**config.mk**
```make
export PLATFORM = sky130hd
export DESIGN_NAME = ps2_host_tx
export DESIGN_NICKNAME = d
export VERILOG_FILES = /design/src/rtl/ps2_pkg.sv /design/src/rtl/ps2_sync.sv /design/src/rtl/ps2_host_tx.sv
export SDC_FILE = /design/constraint.sdc
export NUM_CORES = 1
export LEC_CHECK = 0
export ABC_AREA = 1
export BUFFER_PORTS_ARGS = -buffer_cell sky130_fd_sc_hd__buf_2
export CORE_MARGIN = 2
export CORE_UTILIZATION = 54
export DETAILED_ROUTE_END_ITERATION = 10
export PLACE_DENSITY = 0.76
export SLEW_MARGIN = 30
export SYNTH_ARGS = -nofsm -noshare
export SYNTH_HDL_FRONTEND = slang
export SYNTH_SLANG_ARGS = --single-unit
```
**constraint.sdc**
```tcl
create_clock -name clock -period 1.41 [get_ports clock]
set_input_delay 0.0705 -clock clock [delete_from_list [all_inputs] [get_ports clock]]
set_output_delay 0.0705 -clock clock [all_outputs]
set_load 0.01 [all_outputs]
```
**src/rtl/ps2_pkg.sv**
```systemverilog
// Shared definitions for the PS/2 host transmitter: FSM state encoding,
// the shared tick-counter width and common device command bytes.
package ps2_pkg;

    // Width of the shared inhibit / watchdog tick counter
    localparam int CNT_W = 17;

    // Common host-to-device command bytes
    localparam logic [7:0] CMD_LEDS   = 8'hED;
    localparam logic [7:0] CMD_ECHO   = 8'hEE;
    localparam logic [7:0] CMD_RESET  = 8'hFF;
    localparam logic [7:0] CMD_ENABLE = 8'hF4;

    typedef enum logic [2:0] {
        S_IDLE    = 3'd0,
        S_INHIBIT = 3'd1,
        S_START   = 3'd2,
        S_DATA    = 3'd3,
        S_PARITY  = 3'd4,
        S_STOP    = 3'd5,
        S_ACK     = 3'd6,
        S_FINISH  = 3'd7
    } ps2_tx_state_e;

    // PS/2 frames carry odd parity over the eight data bits
    function automatic logic odd_parity(input logic [7:0] b);
        return ~^b;
    endfunction

endpackage

```
**src/rtl/ps2_sync.sv**
```systemverilog
// Two-flop synchronizer for the PS/2 clock and data pins plus a clock
// falling-edge detector. Everything advances on clock-enable cycles only,
// and reset parks the pipeline at the idle (high) line level so leaving
// reset never looks like a falling edge.
module ps2_sync (
    input  logic clock,
    input  logic reset,
    input  logic ce,
    input  logic ps2Ck,
    input  logic ps2D,
    output logic ck_o,
    output logic d_o,
    output logic fall_o
);

    logic [1:0] ck_q;
    logic [1:0] d_q;
    logic       ck_prev_q;

    // Shift the raw pins through two flops and remember the previous clock level
    always_ff @(posedge clock or negedge reset) begin
        if (!reset) begin
            ck_q      <= 2'b11;
            d_q       <= 2'b11;
            ck_prev_q <= 1'b1;
        end else if (ce) begin
            ck_q      <= {ck_q[0], ps2Ck};
            d_q       <= {d_q[0], ps2D};
            ck_prev_q <= ck_q[1];
        end
    end

    assign ck_o   = ck_q[1];
    assign d_o    = d_q[1];
    // One ce cycle wide: previous synchronized level 1, current level 0
    assign fall_o = ce & ck_prev_q & ~ck_q[1];

endmodule

```
**src/rtl/ps2_host_tx.sv**
```systemverilog
// PS/2 host-to-device transmitter. Holds the device clock low for INHIBIT
// ticks, raises the start bit, then shifts out 8 data bits LSB-first, odd
// parity and the stop bit on device clock falling edges, consumes the ACK
// edge and waits for the bus to idle. A watchdog shared with the inhibit
// counter aborts the transfer if the device stops clocking.
// Optional build macro: PS2_TX_ACK_CHECK_EN -- when defined, a missing ACK
// (data high on the 11th edge) is reported through err.
// ckOe/dOe are open-collector enables: 1 pulls the line low.
module ps2_host_tx
    import ps2_pkg::*;
#(
    parameter int INHIBIT = 840,
    parameter int TIMEOUT = 105000
) (
    input  logic       clock,
    input  logic       reset,
    input  logic       ce,
    input  logic       ps2Ck,
    input  logic       ps2D,
    output logic       ckOe,
    output logic       dOe,
    input  logic       strb,
    input  logic [7:0] code,
    output logic       busy,
    output logic       done,
    output logic       err,
    output logic [2:0] state_o
);

    localparam logic [CNT_W-1:0] INH_LAST = CNT_W'(INHIBIT - 1);
    localparam logic [CNT_W-1:0] TO_LAST  = CNT_W'(TIMEOUT - 1);

    ps2_tx_state_e    state_q;
    logic [CNT_W-1:0] cnt_q;
    logic [7:0]       data_q;
    logic             par_q;
    logic [2:0]       bit_idx_q;
    logic             ckoe_q;
    logic             doe_q;
    logic             busy_q;
    logic             done_q;
    logic             err_q;
`ifdef PS2_TX_ACK_CHECK_EN
    logic             ack_bad_q;
`endif

    logic ck_s;
    logic d_s;
    logic ck_fall;
    logic wd_active;
    logic wd_expired;

    ps2_sync u_sync (
        .clock  (clock),
        .reset  (reset),
        .ce     (ce),
        .ps2Ck  (ps2Ck),
        .ps2D   (ps2D),
        .ck_o   (ck_s),
        .d_o    (d_s),
        .fall_o (ck_fall)
    );

    // Watchdog runs from START to FINISH; a falling edge in the same cycle wins
    assign wd_active  = (state_q != S_IDLE) && (state_q != S_INHIBIT);
    assign wd_expired = wd_active && !ck_fall && (cnt_q == TO_LAST);

    // Transfer FSM with registered line enables and status outputs
    always_ff @(posedge clock or negedge reset) begin
        if (!reset) begin
            state_q   <= S_IDLE;
            cnt_q     <= '0;
            data_q    <= '0;
            par_q     <= 1'b0;
            bit_idx_q <= '0;
            ckoe_q    <= 1'b0;
            doe_q     <= 1'b0;
            busy_q    <= 1'b0;
            done_q    <= 1'b0;
            err_q     <= 1'b0;
`ifdef PS2_TX_ACK_CHECK_EN
            ack_bad_q <= 1'b0;
`endif
        end else if (ce) begin
            done_q <= 1'b0;
            if (wd_active) begin
                cnt_q <= ck_fall ? '0 : cnt_q + CNT_W'(1);
            end
            if (wd_expired) begin
                ckoe_q  <= 1'b0;
                doe_q   <= 1'b0;
                busy_q  <= 1'b0;
                done_q  <= 1'b1;
                err_q   <= 1'b1;
                state_q <= S_IDLE;
            end else begin
                case (state_q)
                    S_IDLE: begin
                        if (strb) begin
                            data_q  <= code;
                            par_q   <= odd_parity(code);
                            cnt_q   <= '0;
                            busy_q  <= 1'b1;
                            err_q   <= 1'b0;
                            ckoe_q  <= 1'b1;
                            doe_q   <= 1'b0;
                            state_q <= S_INHIBIT;
                        end
                    end
                    S_INHIBIT: begin
                        if (cnt_q == INH_LAST) begin
                            doe_q   <= 1'b1;
                            cnt_q   <= '0;
                            state_q <= S_START;
                        end else begin
                            cnt_q <= cnt_q + CNT_W'(1);
                        end
                    end
                    S_START: begin
                        // Clock is released one ce cycle after the start bit goes out
                        ckoe_q <= 1'b0;
                        if (ck_fall) begin
                            doe_q     <= ~data_q[0];
                            data_q    <= {1'b0, data_q[7:1]};
                            bit_idx_q <= 3'd1;
                            state_q   <= S_DATA;
                        end
                    end
                    S_DATA: begin
                        if (ck_fall) begin
                            doe_q  <= ~data_q[0];
                            data_q <= {1'b0, data_q[7:1]};
                            if (bit_idx_q == 3'd7) begin
                                state_q <= S_PARITY;
                            end else begin
                                bit_idx_q <= bit_idx_q + 3'd1;
                            end
                        end
                    end
                    S_PARITY: begin
                        if (ck_fall) begin
                            doe_q   <= ~par_q;
                            state_q <= S_STOP;
                        end
                    end
                    S_STOP: begin
                        if (ck_fall) begin
                            doe_q   <= 1'b0;
                            state_q <= S_ACK;
                        end
                    end
                    S_ACK: begin
                        if (ck_fall) begin
`ifdef PS2_TX_ACK_CHECK_EN
                            ack_bad_q <= d_s;
`endif
                            state_q <= S_FINISH;
                        end
                    end
                    S_FINISH: begin
                        if (ck_s && d_s) begin
                            done_q  <= 1'b1;
                            busy_q  <= 1'b0;
`ifdef PS2_TX_ACK_CHECK_EN
                            err_q   <= ack_bad_q;
`else
                            err_q   <= 1'b0;
`endif
                            state_q <= S_IDLE;
                        end
                    end
                    default: state_q <= S_IDLE;
                endcase
            end
        end
    end

    assign ckOe    = ckoe_q;
    assign dOe     = doe_q;
    assign busy    = busy_q;
    assign done    = done_q;
    assign err     = err_q;
    assign state_o = state_q;

endmodule

```
== After elaboration in Yosys (flattened, before gate mapping) ==
Index checks and enable logic that the tools add are counted.
Widths: inputs -> output; s select.
Operators by class
  bitwise gates (word level): 6
  $add $sub $neg: 2
  reductions and logical operators: 21
  muxes and demuxes: 42
  equal/unequal tests: 26
Operators by type and width (count)
  $mux 17: 5
  $mux 3: 13
  $pmux 17 s2: 1
  $ne 3x3->1 const B: 9
  $pmux 3 s8: 1
  $add 17x1->17 const B: 1
  $eq 17x10->1 const B: 1
  $eq 17x17->1 const B: 1
  $mux 8: 2
  $pmux 8 s2: 1
  $eq 3x3->1 const B: 5
  $mux 1: 14
  $reduce_and 10->1: 1
  $reduce_bool 3->1: 3
  $ne 2x2->1 const B: 4
  $reduce_and 4->1: 2
  $reduce_xnor 8->1: 1
  $reduce_and 7->1: 1
  $eq 3x2->1 const B: 2
  $ne 3x1->1 const B: 2
  $pmux 1 s2: 3
  $pmux 3 s2: 1
  $reduce_and 6->1: 1
  $reduce_bool 6->1: 1
  13 further kinds: 21
Word-level totals
  output and inout port bits: 8
  logic and storage cells: 110
  flip-flop bits (word level): 42

== Logic depth before layout (Yosys ltp) ==
  depth in word-level cells: 7
  gate-level depth with buffers: 13
  gate-level depth less buffers: 12

== Cells and area by module ==
Synthesis repeated with hierarchy kept, for this count alone.
Second synthesis, totals
  cell total of the unflattened synthesis: 370
  area, all modules: 2757.6 sq um
Modules (own cells, without submodules)
  ps2_host_tx: cells an instance 347, area an instance 2558.7 sq um, times used 1
  ps2_sync: cells an instance 23, area an instance 198.9 sq um, times used 1

== Worst setup path after synthesis ==
No wires, ideal clock.
  kind: reg-to-reg
  start point: register state_q[2], in the netlist state_o[2]
  end point: register state_q[1], in the netlist state_o[1]
  data arrival time: 1.422 ns
  slack: -0.130 ns
  cell stages (with the launch flop): 13
  required time: 1.292 ns
  path buffers: 2
  path through: dfrtp_1 > buf_6 > nor2_2 > inv_2 > nor2_4 > nand2_2 > nand2_4 > buf_12 > inv_8 > nand2_8 > inv_4 > nand3_1 > nand2_1
Between the ends
  word-level cells in the longest chain between the ends: 6
  elaborated cells between the ends (all ways): 25
  those cells by class: eq/ne (17); mux (2); reduce/logical (6)
Ends and longest elaborated chain
  from (decl): line ps2_host_tx.sv:33  | ps2_tx_state_e state_q;
  from (signal assigned): line ps2_host_tx.sv:71  | state_q <= S_IDLE;
  from (signal assigned): line ps2_host_tx.sv:95  | state_q <= S_IDLE;
  from (signal assigned): line ps2_host_tx.sv:107  | state_q <= S_INHIBIT;
  $ne 3x1->1 / $reduce_bool 3->1 (equally long branches): line ps2_host_tx.sv:65  | assign wd_active = (state_q != S_IDLE) && (state_q != S_INHIBIT);
  $logic_and 1x1->1: line ps2_host_tx.sv:65
  $logic_and 1x1->1 (2 in a row): line ps2_host_tx.sv:66  | assign wd_expired = wd_active && !ck_fall && (cnt_q == TO_LAST);
  $ne 3x3->1 (no source line)
  $reduce_and 10->1 (no source line)
Parallel ways exist; a longest one is shown, timed or not.
A chain may end at the register's enable or synchronous reset.

== Final worst setup path ==
  start point: register cnt_q[1]
  end point: register cnt_q[11]
Between the ends
  word-level cells in the longest chain between the ends: 6
  elaborated cells between the ends (all ways): 10
  those cells by class: add/sub (1); eq/ne (2); mux (6); reduce/logical (1)
Ends and longest elaborated chain
  from (decl): line ps2_host_tx.sv:34  | logic [CNT_W-1:0] cnt_q;
  from (signal assigned): line ps2_host_tx.sv:87  | cnt_q <= ck_fall ? '0 : cnt_q + CNT_W'(1);
  from (signal assigned): line ps2_host_tx.sv:116  | cnt_q <= cnt_q + CNT_W'(1);
  $add 17x1->17: line ps2_host_tx.sv:87, ps2_host_tx.sv:116
  $mux 17: line ps2_host_tx.sv:87
  $mux 17: line ps2_host_tx.sv:86  | if (wd_active) begin
  $mux 17: line ps2_host_tx.sv:99  | if (strb) begin
  $pmux 17 s2: line ps2_host_tx.sv:97  | case (state_q)
  $mux 17 *: line ps2_host_tx.sv:89  | if (wd_expired) begin
Every way passes the cells marked *; elsewhere a longest branch is shown, timed or not.

==> impl_metrics.json <==
{
  "vdd_drop_max_mv": 0.910,
  "leakagePower_nw": 1.89,
  "crit_top_cell": "nand2_1",
  "area_growth_syn_to_layout_pct": 41.8,
  "path_class": "reg2reg",
  "status": "finished, violations left",
  "grt_pass1_wl_mm": 12.9,
  "fin_crit_sh_pct": 117,
  "syn-cell-area_sq_mm": 0.00273,
  "dieArea_sq_mm": 0.00564,
  "path_depth": 12,
  "grt-ovfl-total": 0,
  "powerDensity_mw_per_mm2": 1490,
  "hold_path_class": "in2reg",
  "final_cell_mix": "nand2_1, buf_4, inv_1, dfrtp_1, nand3_1",
  "ios": 22,
  "cpPeakStageDelay_ns": 0.40,
  "wirelength_mm": 8.28,
  "rr_endpoint": "cnt_q[11]",
  "postSynthCellCount": 357,
  "async_flop_share_pct": 100,
  "post-route-drc-count": 0,
  "antenna_found_initial": 0,
  "tritoncts": "done",
  "fmax_mhz": 608,
  "timing.critical_path.to": "cnt_q[11]",
  "slowest_stage": "dfrtp_1",
  "track_usage_pct": 30.4,
  "failed_checks": "setup timing",
  "finalWorstSetupSlack_ns": -0.235,
  "critical_path_required_ns": 1.60,
  "initial_core_util_pct": 57.0,
  "synth_nets": 374,
  "drv_cap": 0,
  "cts_sinks": 42,
  "ant_nets": 0,
  "place_ws_ns": -0.221,
  "ys_seq_area_share_pct": 38.8,
  "mostFrequentLayoutCell": "nand2_1",
  "crit_fanout": 5,
  "holdPathStages": 3,
  "finalSetupViolations": 35,
  "fin_tns_setup_ns": -4.64,
  "clk-insertion-delay-late_ns": 0.31,
  "core_area_sq_mm": 0.00479,
  "synth.ff_latch_count": 42,
  "vias": 2866,
  "cts_root_buf": "clkbuf_8",
  "synth_edf_count": 0,
  "startpoint": "cnt_q[1]",
  "rsz0062_at_grt": "true",
  "post-route-util_pct": 80.8,
  "crit_chain": "ha_4, nand2_4, inv_2, nand2_2, nor2_4, nand3_4, nand2_8, nand2_4, nand3_2, nand2_1, nand2_1, nand2_1",
  "die_w_um": 75.1,
  "nNetsFinal": 471,
  "drive_gt1_share_pct": 40.4,
  "synth_warnings": 0,
  "row_count": 25,
  "path_clk_slew_ns": 0.08,
  "slew_viol_final": 0,
  "reg2regPathDepth": 12,
  "crit_arrival_ns": 1.84,
  "portBuffers": 21,
  "cpLargestDelayFamily": "simple AND/OR/NAND/NOR gates",
  "cts_buffers": 5,
  "n_antenna_cell": 0,
  "r2r_start": "cnt_q[1]",
  "routabilityCongestion": 0.932,
  "die_h_um": 75.1,
  "cp-start-kind": "flip-flop",
  "final-hold-violation-count": 0,
  "synth.distinct_cells": 43,
  "total_power_mw": 5.76,
  "cts-htree-levels": 2,
  "hpwlAfterDp_mm": 5.19,
  "grt_max_degree": 21,
  "synth.avg_cell_area_sq_um": 7.64,
  "fillers": 284,
  "maxSlewHeadroom_pct": 74.2,
  "clock_skew_ns": 0.00952,
  "r2r_slack_ns": -0.23,
  "grt_pass1_vias": 2721,
  "synthFlopType": "dfrtp_1",
  "regArea_sq_mm": 0.00106,
  "drtIter0Drc": 294,
  "viasPerCell": 5.49,
  "endpoint_kind": "flip-flop",
  "worst-path-buf-inv": 1,
  "tightest_slew_ns": 0.386,
  "min_period_ns": 1.64,
  "multiInputGateArea_sq_mm": 0.00172,
  "routedWlPerCell_um": 15.9,
  "firstDrtPassIters": 5,
  "clockBufferDepth": 2
}
==> state kept, by name, summed over array words and instances (netlist names), 2 cells and up <==
register and flops:
cnt_q 17, data_q 8, u_sync.d_q 2, state_o 3, bit_idx_q 3, u_sync.ck_q 2
==> report_power, final <==
group	internal, mW	switching [mW]
registers	1.52	0.223
clock network	0.350	0.455
logic	1.40	1.81
total	3.27	2.49
==> layout make-up <==
class	count	area share, %
Clock buffer	6	1.88
Clock inverter	2	0.356
Inverter	48	5.05
Multi-Input combinational cell	261	44.4
Sequential cell	42	27.4
Tap cell	67	2.17
Timing Repair Buffer	96	18.7
==> cells by family (layout without fill, tap and decap cells) <==
logic type / after synthesis / count (layout) / share of synthesized area, %
buffers and inverters: 56 / 152 / 9.45
adders and majority gates: 3 / 3 / 1.38
xor gates and xnor gates: 13 / 13 / 4.17
and+or+nand+nor: 202 / 204 / 36.8
AOI/OAI and AO/OA: 41 / 41 / 9.40
DFF: 42 / 42 / 38.8
==> per-layer routing <==
| metal | GRT usage (%) | share of wire (%) | wire, um |
|---|---|---|---|
| met1 | 40.0 | 40 | 3320 |
| met5 | 0 | 0 | 0 |
| met4 | 11.3 | 4.1 | 341 |
| met2 | 50.8 | 49 | 4090 |
| met3 | 4.28 | 6.4 | 526 |
==> how the worst min path moves through the flow <==
stage	startpoint	end
2_1_floorplan	reset	bit_idx_q[0]
3_3_place_gp	reset	cnt_q[5]
3_5_place_dp	reset	cnt_q[5]
4_1_cts	ce	u_sync.d_q[0]
5_1_grt	code[7]	data_q[7]
6_report	code[6]	data_q[6]
==> through the flow <==
| step | cell area [sq um] | hold slack (ns) | cells |
|---|---|---|---|
| global placement | 3370 | -0.0414 | 497 |
| finish | 3870 | 0.0508 | 522 |
| floorplan | 2780 | -0.225 | 357 |
| detailed placement | 3370 | -0.0390 | 497 |
| global route | 3870 | 0.0542 | 522 |
| CTS | 3720 | 0.0468 | 518 |
==> worst reg2reg max path: stages (launching register included) <==
cell,delay (ns)
dfrtp_1,0.40
ha_4,0.17
nand2_4,0.08
inv_2,0.07
nand2_2,0.06
nor2_4,0.14
nand3_4,0.12
nand2_8,0.12
nand2_4,0.10
nand3_2,0.07
nand2_1,0.05
nand2_1,0.08
nand2_1,0.07
==> synth_stat cells (all sizes together), types with 2 or more instances <==
library cell,instances,area (sq um)
a21oi,3,15.0
buf,7,63.8
dfrtp,37,926
dfstp,5,131
ha,3,37.5
inv,48,190
nand2,104,447
nand3,34,188
nand3b,2,15.0
nand4,9,56.3
nor2,40,226
nor3,11,60.1
o211ai,8,65.1
o21ai,20,100
o22ai,5,31.3
xnor2,8,70.1
xor2,5,43.8
==> repair_timing <==
action | CTS | global route
endpoints found under the setup margin | 36 | 36
hold buffers | 3 | 0
cloned | 2 | 0
gates resized for setup | 31 | 38
buffers inserted | 8 | 4
pin swaps | 16 | 20
hold endpoints to repair | 41 | 0
Power figures use the tool's default switching activity.
